$ cat src/rtl/max_reduce_ctrl.sv
// rtl/max_reduce_ctrl.sv - streaming arg-max over a frame, one 4-way compare per staged group of words
// Optional build macro: MAXR_SIGNED_EN (two's complement compares when defined, unsigned otherwise).
module max_reduce_ctrl #(
    parameter int WIDTH = 128,
    parameter int IDX_W = 16
) (
    input  logic             clk,
    input  logic             rst,
    input  logic             s_valid,
    output logic             s_ready,
    input  logic [WIDTH-1:0] s_data,
    input  logic             s_last,
    output logic             m_valid,
    input  logic             m_ready,
    output logic [WIDTH-1:0] m_max,
    output logic [IDX_W-1:0] m_idx,
    output logic             m_ovf
);

    typedef enum logic [1:0] {FILL, EVAL, DONE} state_t;

    state_t           state;
    state_t           state_nxt;
    logic [WIDTH-1:0] slot [4];
    logic [3:0]       slot_vld;
    logic [1:0]       cnt;
    logic             last_seen;
    logic             first_grp;
    logic [WIDTH-1:0] run_max;
    logic [IDX_W-1:0] run_idx;
    logic [IDX_W-1:0] group_base;
    logic             ovf;

    logic             accept;
    logic [WIDTH-1:0] grp_max;
    logic [1:0]       grp_win;
    logic             take;
    logic [WIDTH-1:0] new_max;
    logic [IDX_W-1:0] new_idx;
    logic [IDX_W:0]   idx_sum;
    logic [IDX_W:0]   base_sum;

    function automatic logic gt(input logic [WIDTH-1:0] a, input logic [WIDTH-1:0] b);
`ifdef MAXR_SIGNED_EN
        return $signed(a) > $signed(b);
`else
        return a > b;
`endif
    endfunction

    assign accept = s_valid && s_ready;

    // Strict greater-than keeps the lowest slot on ties; slot 0 is always filled in EVAL.
    always_comb begin
        grp_max = slot[0];
        grp_win = 2'd0;
        for (int i = 1; i < 4; i++) begin
            if (slot_vld[i] && gt(slot[i], grp_max)) begin
                grp_max = slot[i];
                grp_win = 2'(i);
            end
        end
        take     = first_grp || gt(grp_max, run_max);
        new_max  = take ? grp_max : run_max;
        idx_sum  = {1'b0, group_base} + {{(IDX_W-1){1'b0}}, grp_win};
        new_idx  = take ? (idx_sum[IDX_W] ? {IDX_W{1'b1}} : idx_sum[IDX_W-1:0]) : run_idx;
        base_sum = {1'b0, group_base} + (IDX_W+1)'(4);
    end

    always_ff @(posedge clk or posedge rst) begin
        if (rst) state <= FILL;
        else     state <= state_nxt;
    end

    always_comb begin
        state_nxt = state;
        case (state)
            FILL:    if (accept && (cnt == 2'd3 || s_last)) state_nxt = EVAL;
            EVAL:    state_nxt = last_seen ? DONE : FILL;
            DONE:    if (m_ready) state_nxt = FILL;
            default: state_nxt = FILL;
        endcase
    end

    always_comb begin
        s_ready = (state == FILL) && !rst;
        m_valid = (state == DONE);
    end

    always_ff @(posedge clk or posedge rst) begin
        if (rst) begin
            for (int i = 0; i < 4; i++) slot[i] <= '0;
            slot_vld   <= '0;
            cnt        <= '0;
            last_seen  <= 1'b0;
            first_grp  <= 1'b1;
            run_max    <= '0;
            run_idx    <= '0;
            group_base <= '0;
            ovf        <= 1'b0;
            m_max      <= '0;
            m_idx      <= '0;
            m_ovf      <= 1'b0;
        end else begin
            case (state)
                FILL: begin
                    if (accept) begin
                        slot[cnt]     <= s_data;
                        slot_vld[cnt] <= 1'b1;
                        cnt           <= cnt + 2'd1;
                        if (s_last) last_seen <= 1'b1;
                    end
                end
                EVAL: begin
                    run_max   <= new_max;
                    run_idx   <= new_idx;
                    first_grp <= 1'b0;
                    slot_vld  <= '0;
                    cnt       <= '0;
                    if (last_seen) begin
                        m_max <= new_max;
                        m_idx <= new_idx;
                        m_ovf <= ovf;
                    end else if (base_sum[IDX_W]) begin
                        group_base <= {IDX_W{1'b1}};
                        ovf        <= 1'b1;
                    end else begin
                        group_base <= base_sum[IDX_W-1:0];
                    end
                end
                DONE: begin
                    if (m_ready) begin
                        last_seen  <= 1'b0;
                        first_grp  <= 1'b1;
                        run_max    <= '0;
                        run_idx    <= '0;
                        group_base <= '0;
                        ovf        <= 1'b0;
                    end
                end
                default: ;
            endcase
        end
    end

endmodule
$ cat config.mk
export PLATFORM = sky130hd
export DESIGN_NAME = max_reduce_ctrl
export DESIGN_NICKNAME = d
export VERILOG_FILES = /design/src/rtl/max_reduce_ctrl.sv
export SDC_FILE = /design/constraint.sdc
export NUM_CORES = 2
export LEC_CHECK = 0
export CAP_MARGIN = 5
export CORE_MARGIN = 2
export CORE_UTILIZATION = 39
export DETAILED_ROUTE_END_ITERATION = 8
export GPL_TIMING_DRIVEN = 0
export PLACE_DENSITY = 0.67
export SYNTH_ARGS = -nofsm -noshare
export SYNTH_HDL_FRONTEND = slang
export SYNTH_SLANG_ARGS = --single-unit
$ cat constraint.sdc
create_clock -name clk -period 31.2 [get_ports clk]
set_input_delay 4.68 -clock clk [delete_from_list [all_inputs] [get_ports clk]]
set_output_delay 4.68 -clock clk [all_outputs]
set_load 0.03 [all_outputs]
Yosys cells after proc, flatten, opt, wreduce, memory -nomap -nowiden
Index checks and enable logic that the tools add are counted.
{"block": "op_classes", "n_lt_le_gt_ge": 8, "eq_ne": 9, "n_reduce_logical": 23, "bitwise": 2, "n_addsub": 3, "mux": 38}
{"operator": "two-way mux 128 bit", "n": 6}
{"operator": "bitwise mux 512 bit", "n": 1}
{"operator": "> comparator 128 bit", "n": 4}
{"operator": "demux 128 bit (select 2 bit)", "n": 1}
{"operator": "one-hot mux 128 bit (2 select lines)", "n": 1}
{"operator": "two-way mux 16 bit", "n": 5}
{"operator": "one-hot mux 16 bit (2 select lines)", "n": 2}
{"operator": "adder 16 x 2 -> 17 bit", "n": 1}
{"operator": "adder 16 x 3 -> 17 bit (second input constant)", "n": 1}
{"operator": "two-way mux 2 bit", "n": 6}
{"operator": "inequality test 2 bit (second input constant)", "n": 5}
{"operator": "AND reduction 2 bit", "n": 5}
{"operator": "logical AND 1 bit", "n": 8}
{"operator": "two-way mux 1 bit", "n": 8}
{"operator": "one-hot mux 4 bit (2 select lines)", "n": 1}
{"operator": "AND reduction 4 bit", "n": 2}
{"operator": "one-hot mux 1 bit (2 select lines)", "n": 3}
{"operator": "one-hot mux 2 bit (3 select lines)", "n": 1}
{"operator": "nonzero test 2 bit", "n": 3}
{"operator": "== test 2 bit (second input constant)", "n": 2}
{"operator": "two-way mux 4 bit", "n": 1}
{"operator": "OR 4 bit", "n": 1}
{"operator": "one-hot mux 2 bit (2 select lines)", "n": 1}
{"operator": "greater-or-equal comparator 3 bit (second input constant)", "n": 1}
{"operator": "other kinds (12)", "n": 13}
{"block": "totals", "ff_bits": 828, "out_inout_bits": 147, "word_cells": 99}

Depth between registers and ports, before layout
{"block": "depth", "ltp_word": 13, "mapped_depth": 56}

Worst setup path before layout
Ideal clock, no wire load.
{"block": "synth_path", "path_kind": "reg-to-reg", "start": "reg slot[359] in the netlist's numbering", "end": "reg run_max[2]", "path_buffers": 12, "synth_period_minus_slack_ns": 11.130, "setup_slack_ns": 20.070, "t_arrival_ns": 11.052, "stages_incl_launch_ff": 53, "cell_sequence": "dfrtp_1 > ha_1 > nand4_1 > nor4_4 > nand4b_4 > nor4_2 > a2111oi_0 > a31oi_1 > clkbuf_1 > clkbuf_1 > clkbuf_1 > a21oi_1 > ha_1 > a21o_1 > a21o_1 > o221ai_1 > a21boi_1 > o31a_1 > [17 not listed] > o21a_1 > clkbuf_1 > clkbuf_1 > nand2_1 > nand2_1 > ha_1 > nand4_1 > nor3_1 > nand4_1 > or4_1 > and3_1 > o2111ai_1 > and2_0 > clkbuf_1 > clkbuf_1 > clkbuf_1 > o21ai_0 > a21oi_1"}
{"block": "synth_via", "elab_chain_len": 13}
{"item": "start, declared", "line_no": "24", "rtl": "logic [WIDTH-1:0] slot [4];"}
{"item": "start signal, assigned by index", "line_no": "108", "rtl": "slot[cnt] <= s_data;"}
{"item": "> comparator 128 bit", "line_no": "47", "rtl": "return a > b;"}
{"item": "logical AND 1 bit", "line_no": "58", "rtl": "if (slot_vld[i] && gt(slot[i], grp_max)) begin"}
{"item": "two-way mux 128 bit (*)", "line_no": "58"}
{"item": "> comparator 128 bit", "line_no": "47"}
{"item": "logical AND 1 bit", "line_no": "58"}
{"item": "two-way mux 128 bit (*)", "line_no": "58"}
{"item": "> comparator 128 bit", "line_no": "47"}
{"item": "logical AND 1 bit", "line_no": "58"}
{"item": "two-way mux 128 bit (*)", "line_no": "58"}
{"item": "> comparator 128 bit", "line_no": "47"}
{"item": "logical OR 1 bit", "line_no": "63", "rtl": "take = first_grp || gt(grp_max, run_max);"}
{"item": "two-way mux 128 bit (*)", "line_no": "64", "rtl": "new_max = take ? grp_max : run_max;"}
{"item": "one-hot mux 128 bit (2 select lines) (*)", "line_no": "105", "rtl": "case (state)"}
{"item": "end signal, assigned", "line_no": "115", "rtl": "run_max <= new_max;"}
{"item": "end, declared", "line_no": "29", "rtl": "logic [WIDTH-1:0] run_max;"}
Mark *: on every way between the ends. The rest lies on a longest branch, timed or not.
A chain may end at the register's enable or synchronous reset.

Final worst setup path
{"block": "layout_path", "start": "reg slot[380] in the netlist's numbering", "end": "reg m_max[74]"}
{"block": "layout_via", "elab_chain_len": 12}
{"item": "> comparator 128 bit", "line_no": "47"}
{"item": "logical AND 1 bit", "line_no": "58"}
{"item": "two-way mux 128 bit (*)", "line_no": "58"}
{"item": "> comparator 128 bit", "line_no": "47"}
{"item": "logical AND 1 bit", "line_no": "58"}
{"item": "two-way mux 128 bit (*)", "line_no": "58"}
{"item": "> comparator 128 bit", "line_no": "47"}
{"item": "logical AND 1 bit", "line_no": "58"}
{"item": "two-way mux 128 bit (*)", "line_no": "58"}
{"item": "> comparator 128 bit", "line_no": "47"}
{"item": "logical OR 1 bit", "line_no": "63"}
{"item": "two-way mux 128 bit (*)", "line_no": "64"}
{"item": "end signal, assigned", "line_no": "121", "rtl": "m_max <= new_max;"}
{"item": "end, declared", "line_no": "15", "rtl": "output logic [WIDTH-1:0] m_max,"}
Marks and branches as above.

==> reports/qor.yml <==
finalWorstPathRequiredPeriod_ps: 19580
final.setup.tns_ps: 0
fill_cells: 12220
worstSetupEndpointType: "flip-flop"
clock_skew_ps: 38.02
nets: 6239
synth_cells: 5202
post-route-period-util: 0.6276
maxSlewHeadroom: 0.1146
path_class: "reg2reg"
fin_cells: 7410
rr_worst_depth: 55
grt_pass1_wl_um: 253400
drt-initial-drc-count: 3565
clock.fmax_mhz: 51.07
dieArea_mm2: 0.1327
status: "completed"
routed_wl_um: 166000
globalplace.congestion: 0.9221
clk_path_buf_depth: 3
initial_core_util: 0.3920
gr-total-overflow: 0
synth_area_per_cell_um2: 9.732
synth-edff-count: 0
holdPathStages: 2
slew_viol_final: 0
ioPinCount: 280
coreArea_mm2: 0.1292
dpl.hpwl_um: 127600
yosysSeqAreaShare: 0.4083
max_stage_delay_ps: 1030
rr_endpoint: "m_max[74]$_DFFE_PP0P_"
worstHoldEndpoint: "m_idx[5]$_DFFE_PP0P_"
cp_slowest_cell: "nor3_1"
port_buffers: 279
via_per_inst: 5.831
rows: 132
yosysTopAreaCell: "dfrtp_1"
cts-hold-fix-buffers: 0
cp_common_cell: "clkbuf_1"
critPathBufInv: 12
first_global_vias: 42710
worstHoldStart: "m_idx[5]$_DFFE_PP0P_"
rsz0062_at_grt: "no"
place_inst: 7233
wl_per_cell_um: 22.41
cts_buffers: 93
cts.sinks: 826
grt_usage: 0.2472
cp.arrival_ps: 20130
area_delta_synth_final_pct: 16.73
cp_top_family: "simple AND/OR/NAND/NOR gates"
startpoint_type: "flip-flop"
die_height_um: 364.3
grt_max_degree: 129
die_w_um: 364.3
setup_viol: 0
reg2reg_slack_ps: 11620
async_flop_share: 1.000
final-hold-violation-count: 0
synth_common_cells: "dfrtp_1 (825), o21ai_0 (628), ha_1 (518)"
drcViolationCount: 0
synth_ff_type: "dfrtp_1"
drt_first_pass_iters: 7
ys_top_cells_by_area: "dfrtp_1 (41%), ha_1 (13%), mux2_2 (11%)"
worst-path-max-fanout: 10
clkLatencyLatePin_ps: 720
yosysWarnings: 0
worstMarginPinSlew_ps: 1318
ys_types: 71
ant_nets: 0
drive_above_1_share: 0.1512
synth_top_area_frac: 0.4078
antenna_found_initial: 28
cp_data_required_time_ps: 31750
clk_pin_slew_ps: 60
reg2reg_from: "slot[380]$_DFFE_PP0P_"
cts_setup_buffers: 0
cts_resized: 0
synth_most_common_cell: "dfrtp_1"
drv_cap: 0
synth-seq-cells: 826
htreeDepth: 3
min_path_type: "reg2reg"
synth_area_mm2: 0.05063
syn_nets: 5854
vias: 43210
cts_tree: "yes"
cts-root-buf: "clkbuf_16"
[tightest hold or removal path: stages (launching register included)]
cell,delay (ps)
dfrtp_1,340
nand2_1,50
nand2_1,40
[worst max-delay path by stage]
stage,start,to,depth (start not counted)
finish,slot[380]$_DFFE_PP0P_,m_max[74]$_DFFE_PP0P_,55
global route,slot[511]$_DFFE_PP0P_,m_max[6]$_DFFE_PP0P_,55
CTS,slot[509]$_DFFE_PP0P_,m_max[74]$_DFFE_PP0P_,56
detailed placement,slot[380]$_DFFE_PP0P_,m_max[74]$_DFFE_PP0P_,53
global placement,rst,run_max[76]$_DFFE_PP0P_,2
floorplan,rst,cnt[0]$_DFFE_PP0P_,1
[flip-flops by register name, summed over array words and instances (netlist names)]
| register | count |
|---|---|
| cnt | 2 |
| first_grp | 1 |
| group_base | 15 |
| last_seen | 1 |
| m_idx | 16 |
| m_max | 128 |
| m_ovf | 1 |
| ovf | 1 |
| run_idx | 16 |
| run_max | 128 |
| slot | 512 |
| slot_vld | 3 |
| state | 2 |
[routing by layer]
layer,part of all wire,vias to the layer above,track usage,routed length [µm]
met1,0.42,21380,0.3189,69770
met2,0.45,1436,0.3952,75460
met3,0.070,407,0.04690,11580
met5,0.00093,-,0,154
met4,0.055,28,0.1269,9088
li1,-,19960,-,-
[per-stage QoR]
step	area [µm²]	util	hold WS, ps	worst slack, ps
2_1_floorplan	50630	-	439.5	3319
3_3_place_gp	55600	0.4305	457.9	-7068
3_5_place_dp	55880	0.4326	458.9	11840
4_1_cts	59070	0.4573	472.0	11760
5_1_grt	59090	0.4575	510.4	11200
6_report	59100	0.4576	463.7	11620
[placed cells by master (no fill, tap or decap), types with 13 or more instances in the layout]
master,count
nand3_1,183
o21ai_0,628
clkbuf_1,283
buf_6,15
buf_2,14
a21oi_1,430
a21o_1,57
ha_1,518
nor4_1,14
nand4_1,105
clkbuf_16,96
dfrtp_1,825
o211ai_1,35
nor2b_1,20
a31oi_1,262
a211oi_1,32
nor3_1,35
mux2_2,513
o21a_1,15
and4_1,15
clkinv_2,15
nand2_1,392
o211ai_2,121
clkbuf_8,19
nor2_1,243
nand2b_1,13
a221oi_1,14
clkdlybuf4s50_1,279
buf_1,20
inv_1,277
[logic make-up (layout without fill, tap and decap cells)]
group,count (synthesis),in the layout,synth area share
xor+xnor,10,10,0.001730
flops,826,826,0.4083
fa+ha+maj,519,519,0.1284
buf+inv,596,1057,0.04683
mux,516,516,0.1147
compound gates,1664,1664,0.2018
other cells,0,5,0
simple gates,1071,1071,0.09824
[area by class of cell]
class / instances / area (µm²) / area share
inverter: 278 / 1051 / 0.01778
multi-input combinational: 3780 / 27590 / 0.4669
sequential: 826 / 20670 / 0.3498
clock inverter: 31 / 434.2 / 0.007347
buffer: 318 / 1340 / 0.02268
clock buffer: 140 / 2758 / 0.04666
antenna: 5 / 12.51 / 0.0002117
timing repair buffer: 290 / 3058 / 0.05175
tap: 1742 / 2180 / 0.03688
Power is left out: the tool's default activity adds up to more than one toggle a clock period on the data nets, which glitch-free logic cannot reach.
